==> config.mk <==
export PLATFORM = sky130hd
export DESIGN_NAME = sync_fifo_param
export DESIGN_NICKNAME = d
export VERILOG_FILES = /design/src/rtl/sync_fifo_param.sv
export SDC_FILE = /design/constraint.sdc
export NUM_CORES = 1
export LEC_CHECK = 0
export ABC_AREA = 1
export CAP_MARGIN = 25
export CORE_MARGIN = 2
export CORE_UTILIZATION = 57
export CTS_BUF_LIST = sky130_fd_sc_hd__clkbuf_16
export DETAILED_ROUTE_END_ITERATION = 7
export PLACE_DENSITY = 0.77
export SLEW_MARGIN = 20
export SYNTH_ARGS = -nofsm -noshare
export SYNTH_HDL_FRONTEND = slang
export SYNTH_SLANG_ARGS = --single-unit
==> constraint.sdc <==
create_clock -name clk -period 3.8 [get_ports clk]
set_input_delay 0.76 -clock clk [delete_from_list [all_inputs] [get_ports clk]]
set_output_delay 0.76 -clock clk [all_outputs]
set_load 0.02 [all_outputs]
==> src/rtl/sync_fifo_param.sv <==
// Parametrised single-clock FIFO with occupancy count, almost-flags and a registered read-valid strobe.
// Define FIFO_ERR_FLAGS_EN to add sticky overflow/underflow ports.
module sync_fifo_param #(
  parameter int unsigned DATA_WIDTH = 8,
  parameter int unsigned DEPTH      = 16,
  parameter int unsigned AF_THR     = 14,
  parameter int unsigned AE_THR     = 2
) (
  input  logic                         clk,
  input  logic                         rst,
  input  logic                         push,
  input  logic [DATA_WIDTH-1:0]        data_in,
  input  logic                         pop,
  output logic [DATA_WIDTH-1:0]        data_out,
  output logic                         data_valid,
  output logic                         full,
  output logic                         empty,
  output logic                         almost_full,
  output logic                         almost_empty,
  output logic [$clog2(DEPTH+1)-1:0]   count
`ifdef FIFO_ERR_FLAGS_EN
  ,
  output logic                         overflow,
  output logic                         underflow
`endif
);

  localparam int unsigned AW = $clog2(DEPTH);
  localparam int unsigned CW = $clog2(DEPTH+1);

  logic [DATA_WIDTH-1:0] r_mem [DEPTH];
  logic [AW-1:0]         r_wr_ptr;
  logic [AW-1:0]         r_rd_ptr;

  logic                  w_push_ok;
  logic                  w_pop_ok;
  logic [CW-1:0]         w_count_nxt;
  logic [AW-1:0]         w_wr_ptr_nxt;
  logic [AW-1:0]         w_rd_ptr_nxt;

  // A push against a full FIFO is still accepted when a pop frees the slot in the same cycle.
  assign w_push_ok = push & (~full | pop);
  assign w_pop_ok  = pop & ~empty;

  assign w_wr_ptr_nxt = (r_wr_ptr == AW'(DEPTH-1)) ? '0 : r_wr_ptr + 1'b1;
  assign w_rd_ptr_nxt = (r_rd_ptr == AW'(DEPTH-1)) ? '0 : r_rd_ptr + 1'b1;

  always_comb begin
    w_count_nxt = count;
    unique case ({w_push_ok, w_pop_ok})
      2'b10:   w_count_nxt = count + 1'b1;
      2'b01:   w_count_nxt = count - 1'b1;
      default: w_count_nxt = count;
    endcase
  end

  always_ff @(posedge clk) begin
    if (!rst && w_push_ok) begin
      r_mem[r_wr_ptr] <= data_in;
    end
  end

  always_ff @(posedge clk) begin
    if (rst) begin
      r_wr_ptr     <= '0;
      r_rd_ptr     <= '0;
      count        <= '0;
      data_out     <= '0;
      data_valid   <= 1'b0;
      full         <= 1'b0;
      empty        <= 1'b1;
      almost_full  <= (AF_THR == 0);
      almost_empty <= 1'b1;
    end else begin
      data_valid <= w_pop_ok;
      if (w_push_ok) begin
        r_wr_ptr <= w_wr_ptr_nxt;
      end
      if (w_pop_ok) begin
        r_rd_ptr <= w_rd_ptr_nxt;
        data_out <= r_mem[r_rd_ptr];
      end
      count        <= w_count_nxt;
      full         <= (w_count_nxt == CW'(DEPTH));
      empty        <= (w_count_nxt == '0);
      almost_full  <= (w_count_nxt >= CW'(AF_THR));
      almost_empty <= (w_count_nxt <= CW'(AE_THR));
    end
  end

`ifdef FIFO_ERR_FLAGS_EN
  always_ff @(posedge clk) begin
    if (rst) begin
      overflow  <= 1'b0;
      underflow <= 1'b0;
    end else begin
      if (push & full & ~pop) overflow  <= 1'b1;
      if (pop & empty)        underflow <= 1'b1;
    end
  end
`endif

endmodule
==> reports/results.tsv, run 1 <==
metric	value	unit
status	completed	
io_pins	30	
port_buffers	29	
worstHoldPathType	flip-flop to flip-flop	
drv_cap	0	
postCtsSetupBuffers	0	
dieArea	0.01207	mm^2
antenna_found_initial	0	
ys_seq_area_frac	0.6834	
initial_core_util	0.5865	
whs	0.5382	ns
design_area	0.007326	mm^2
syn_to_final_growth	14.71	%
fin_tns_setup	0	ns
via_per_inst	5.808	
synth_mux_area_frac	0.001567	
rsz0062_at_grt	no	
cts_buffers	17	
cts-hold-fix-buffers	0	
met3_usage	0.06758	
wire_per_inst	18.67	um
peakVddDrop	0.3722	mV
layout-drive-gt1-share	0.07942	
clockBufferDepth	2	
multi_input_comb_area	0.001717	mm^2
p_per_area	577.2	mW/mm^2
regArea	0.004365	mm^2
clk_latency	0.42	ns
cts_tree	yes	
worst-slew-pin-transition	0.8232	ns
crit_arrival	2.90	ns
leakage	2.572	nW
place_area	0.006743	mm^2
report.final.slew_viol_count	0	
gr-usage-all-layers	0.2537	
cp-end-kind	flip-flop	
n_antenna_cell	0	
critPathMaxFanout	7	
finalCritPeriodShare	0.6858	
syn_avg_cell_area	11.16	um^2
wirelength	14.13	mm
cts_resized	0	
grt_use_met2	0.3734	
grt_pass1_vias	4106	
cts-root-buf	clkbuf_16	
route.detailed.drc	0	
fillerInstances	769	
synthAdderAreaFrac	0.01567	
synth_compound_area_frac	0.1121	
synthSimpleGateAreaFrac	0.1354	
clock_sinks	154	
htreeDepth	4	
hold_viol	0	
syn_area	0.006386	mm^2
ant_nets	0	
num_rows	38	
fp.coreArea	0.01089	mm^2
grt_max_degree	60	
place.gp.congestion	0.9318	
fin_skew	0.007294	ns
start_kind	primary input	
period_minus_slack	2.606	ns
synth_xor_area_frac	0.004114	
setup_violations	0	
synth_nets	592	
overflow	0	
hpwl	8.760	mm
dr.pass1.iters	5	
top_usage_layer	met2	
die_w	109.8	um
die_h	109.8	um
crit_required	4.10	ns
nets	624	
max_freq	383.7	MHz
synthCells	572	
dr_total_vias	4397	
path_clk_slew	0.06	ns
ys_seq_elements	154	
drt_iter0_markers	575	
use_met1	0.3596	
grt_pass1_wl	21.81	mm
yosysUniqueCellTypes	28	
synth_top_family_by_area	simple AND/OR/NAND/NOR gates	
critPathKind	primary input to flip-flop	
maxSlewHeadroom	0.4512	
yosys_warnings	0	
sequential cells by signal, summed over array words and instances (netlist names), 4 cells and up:
name / count
r_rd_ptr: 4
r_mem: 128
data_out: 8
r_wr_ptr: 4
count: 5
Yosys cell counts (all sizes together):
master,n,area share
edfxtp,128,0.60
nor2,124,0.074
o21ai,84,0.066
nand2,69,0.041
inv,33,0.019
dfxtp,26,0.082
a21oi,22,0.019
buf,20,0.025
o211ai,16,0.019
nand3,14,0.012
ha,8,0.016
o22ai,8,0.0078
nor3,6,0.0047
clkbuf,5,0.0029
nand4,4,0.0039
xor2,3,0.0041
clkinv,1,0.00059
mux2i,1,0.0016
through the flow:
step | setup slack, ns | cells | power, mW | utilization
after floorplan | 1.232 | 572 | 2.397 | -
after global placement | 0.8661 | 725 | 2.574 | 0.6193
after detailed placement | 0.7767 | 725 | 2.595 | 0.6193
after CTS | 1.219 | 757 | 4.241 | 0.6728
after global routing | 0.9638 | 757 | 4.389 | 0.6728
final | 1.194 | 757 | 4.228 | 0.6728
final cells by class:
class,instances,share of cell area
clock buffer,17,0.05807
clock inverter,15,0.02152
inverter,34,0.01742
sequential,154,0.5959
timing repair buffer,38,0.04885
multi-input combinational,359,0.2343
tap,140,0.02391
cells in the final DEF, fill, tap and decap left out, types with 8 or more instances in the layout:
master           Yosys  final
a21oi_1             19     19
buf_4                7      9
clkbuf_16            0     17
clkdlybuf4s50_1      0     29
dfxtp_1             26     25
edfxtp_1           128    128
ha_1                 8      8
inv_1               31     33
nand2_1             68     68
nand3_1             13     13
nor2_1             121    121
o211ai_1            16     16
o21ai_0             58     58
o21ai_1             25     25
o22ai_1              8      8
power breakdown:
part / internal [mW] / leakage (nW) / switching (mW)
clock network: 1.02 / 0.286 / 0.640
logic: 0.221 / 0.919 / 0.412
registers: 1.88 / 1.37 / 0.0549
total: 3.12 / 2.57 / 1.11
routing by layer:
layer	routed length, um	share of wire	up-vias
li1	-	-	2058
met1	6077	0.43	2107
met2	6547	0.46	204
met3	1192	0.084	28
met4	316	0.022	0
met5	0	0	-
path summary, 6_finish.rpt:
check               from          end  slack [ns]  cells past startpoint
max                  pop        empty        1.19                     18
min          r_wr_ptr[0]  r_wr_ptr[0]        0.54                      2
max reg2reg  r_rd_ptr[0]  data_out[0]        1.56                      5
min reg2reg  r_wr_ptr[0]  r_wr_ptr[0]        0.54                      2
worst max-delay path, stage by stage:
cell,delay [ns]
clkdlybuf4s50_1,0.45
inv_1,0.05
nand2_1,0.05
nand2_1,0.15
ha_1,0.34
nand2_1,0.09
inv_1,0.06
nor2_2,0.09
ha_1,0.14
inv_1,0.04
nand2_1,0.11
inv_1,0.05
nand2_1,0.07
nand2_1,0.06
o21ai_2,0.17
nor2_1,0.08
nand3_1,0.09
nand2_1,0.05
kinds of logic after synthesis:
kind of cell    after synthesis
fa+ha+maj                     8
buf+inv                      59
simple gates                217
mux                           1
flops                       154
xor+xnor                      3
compound gates              130
Power figures use the tool's default switching activity.
==> run 2, diff against run 1 <==
Settings changed: CORE_UTILIZATION 57 to 54, PLACE_DENSITY 0.77 to 0.76.
Clock period 3.8 ns to 2.3 ns, I/O delays scaled along.
==> reports/results.tsv, run 2 (synthesis gave the netlist of run 1 again) <==
metric	value	unit	change
status	completed		
grt_pass1_wl	22.37	mm	+2.6%
cp-startpoint	pop		
crit_end	almost_empty		
clock_sinks	154		unchanged
n_antenna_cell	0		unchanged
worst_slack	0.1751	ns	-1.019 ns
hold_viol	0		unchanged
nets	645		+3.4%
leakage	2.688	nW	+4.5%
crit_family	simple AND/OR/NAND/NOR gates		
fin_tns_setup	0	ns	unchanged
port_buffers	29		unchanged
gr-usage-all-layers	0.2354		-0.01833
syn_to_final_growth	18.03	%	
htreeDepth	4		unchanged
cts_buffers	17		unchanged
reg2reg_depth	16		+11
drv_cap	0		unchanged
setup_violations	0		unchanged
top_register	r_mem		
cp.depth	18		unchanged
path_cells	clkdlybuf4s50_1, inv_1, nand2_1, nand2_2, ha_4, nand2_1, inv_1, nor2_2, ha_1, inv_1, nand2_2, nand3_1, nand2_1, nand3_1, nand2_2, inv_1, nor2_2, nor2_1		
final_common_cell	edfxtp_1		
dr.pass1.iters	5		unchanged
worstHoldPathType	flip-flop to flip-flop		
clockBufferDepth	2		unchanged
hpwl	8.967	mm	+2.4%
slowest_stage	clkdlybuf4s50_1		
clk_latency	0.42	ns	about the same
regToRegSetupSlack	0.39	ns	-1.17 ns
finalCritPeriodShare	0.9239		
via_per_inst	5.702		-1.8%
report.final.slew_viol_count	0		unchanged
cts-root-buf	clkbuf_16		
io_pins	30		unchanged
overflow	0		unchanged
place.gp.congestion	0.8651		-7.2%
fp.coreArea	0.01147	mm^2	+5.3%
grt_pass1_vias	4493		+9.4%
r2r_end	almost_empty		
p_per_area	940.0	mW/mm^2	+63%
crit_arrival	2.45	ns	-0.45 ns
r2r_start	full		
critPathMaxFanout	6		-1
final_util	0.6573		-0.01555
wire_per_inst	18.14	um	-2.9%
dr_total_vias	4453		+1.3%
maxSlewHeadroom	0.5344		+0.08323
critPathKind	primary input to flip-flop		
cts_resized	0		unchanged
ant_nets	0		unchanged
start_kind	primary input		
dieArea	0.01271	mm^2	+5.4%
die_w	112.8	um	+2.6%
fin_skew	0.01823	ns	+0.01094 ns
whs	0.5589	ns	+0.02063 ns
num_rows	39		+2.6%
antenna_found_initial	0		unchanged
grt_max_degree	44		-27%
top_regs	r_mem: 128 flops, data_out: 8 flops, count: 5 flops		
crit_required	2.62	ns	-1.48 ns
max_freq	470.6	MHz	
path_clk_slew	0.07	ns	about the same
initial_core_util	0.5569		-0.02963
largest_register_ffs	128		unchanged
postCtsSetupBuffers	0		unchanged
period_minus_slack	2.125	ns	
layout-drive-gt1-share	0.1254		+0.04598
cts-hold-fix-buffers	0		unchanged
peakVddDrop	0.8329	mV	+120%
fillerInstances	788		+2.5%
cpMostUsedCell	inv_1		
pre_cts_slack	-0.3090	ns	-1.086 ns
drt_iter0_markers	493		-14%
wirelength	14.16	mm	+0.22%
fin_total_pwr	7.085	mW	+68%
final_cell_mix	edfxtp_1, nor2_1, nand2_1		
worst-slew-pin-transition	0.6962	ns	-0.1270 ns
cp_num_buf_inv	5		unchanged
die_h	112.8	um	+2.6%
slowest_delay	0.45	ns	about the same
cp-end-kind	flip-flop		
route.detailed.drc	0		unchanged
cts_tree	yes		
run 2: report_power, final:
| part | total, mW | internal (mW) | switching, mW |
|---|---|---|---|
| clock network | 2.76 | 1.62 | 1.14 |
| registers | 3.20 | 3.11 | 0.0901 |
| logic | 1.12 | 0.410 | 0.715 |
| total | 7.08 | 5.14 | 1.94 |
run 2: worst min path at each step:
| stage | start | end | slack (ns) | cells past startpoint |
|---|---|---|---|---|
| after floorplan | r_wr_ptr[0] | r_wr_ptr[0] | 0.49 | 2 |
| after global placement | r_wr_ptr[0] | r_wr_ptr[0] | 0.51 | 2 |
| after detailed placement | r_wr_ptr[0] | r_wr_ptr[0] | 0.53 | 2 |
| after CTS | r_wr_ptr[0] | r_wr_ptr[0] | 0.55 | 2 |
| after global routing | r_wr_ptr[0] | r_wr_ptr[0] | 0.58 | 2 |
| final | r_wr_ptr[0] | r_wr_ptr[0] | 0.56 | 2 |
run 2: stage by stage:
step	instances	cell area (um^2)
after detailed placement	749	6918
after CTS	781	7505
after floorplan	572	6386
after global routing	781	7537
final	781	7537
after global placement	749	6918
run 2: area by class of cell:
cell class	instances	area (um^2)	area share
tap	143	178.9	0.02374
clock buffer	17	425.4	0.05644
inverter	34	127.6	0.01693
timing repair buffer	59	528.0	0.07005
sequential	154	4367	0.5793
clock inverter	15	161.4	0.02141
multi-input combinational	359	1749	0.2321
run 2: routing by layer:
layer	routed length, um	GRT usage
met3	969	0.06320
met2	7132	0.3888
met1	5801	0.2981
met4	261	0.09512
met5	0	0
run 2: worst reg2reg max path, cell delays in order (launching register included):
cell	delay [ns]
dfxtp_1	0.32
nand2_1	0.08
nand2_2	0.08
ha_4	0.18
nand2_1	0.07
inv_1	0.06
nor2_2	0.10
ha_1	0.15
inv_1	0.05
nand2_2	0.09
nand3_1	0.09
nand2_1	0.09
nand3_1	0.12
nand2_2	0.11
inv_1	0.05
nor2_2	0.11
nor2_1	0.05
==> run 3, diff against run 2 <==
Settings changed: ABC_CLOCK_PERIOD_IN_PS set to 2300.
==> results of run 3 <==
Same layout as run 2: the final DEF is identical, and so are final timing and power.
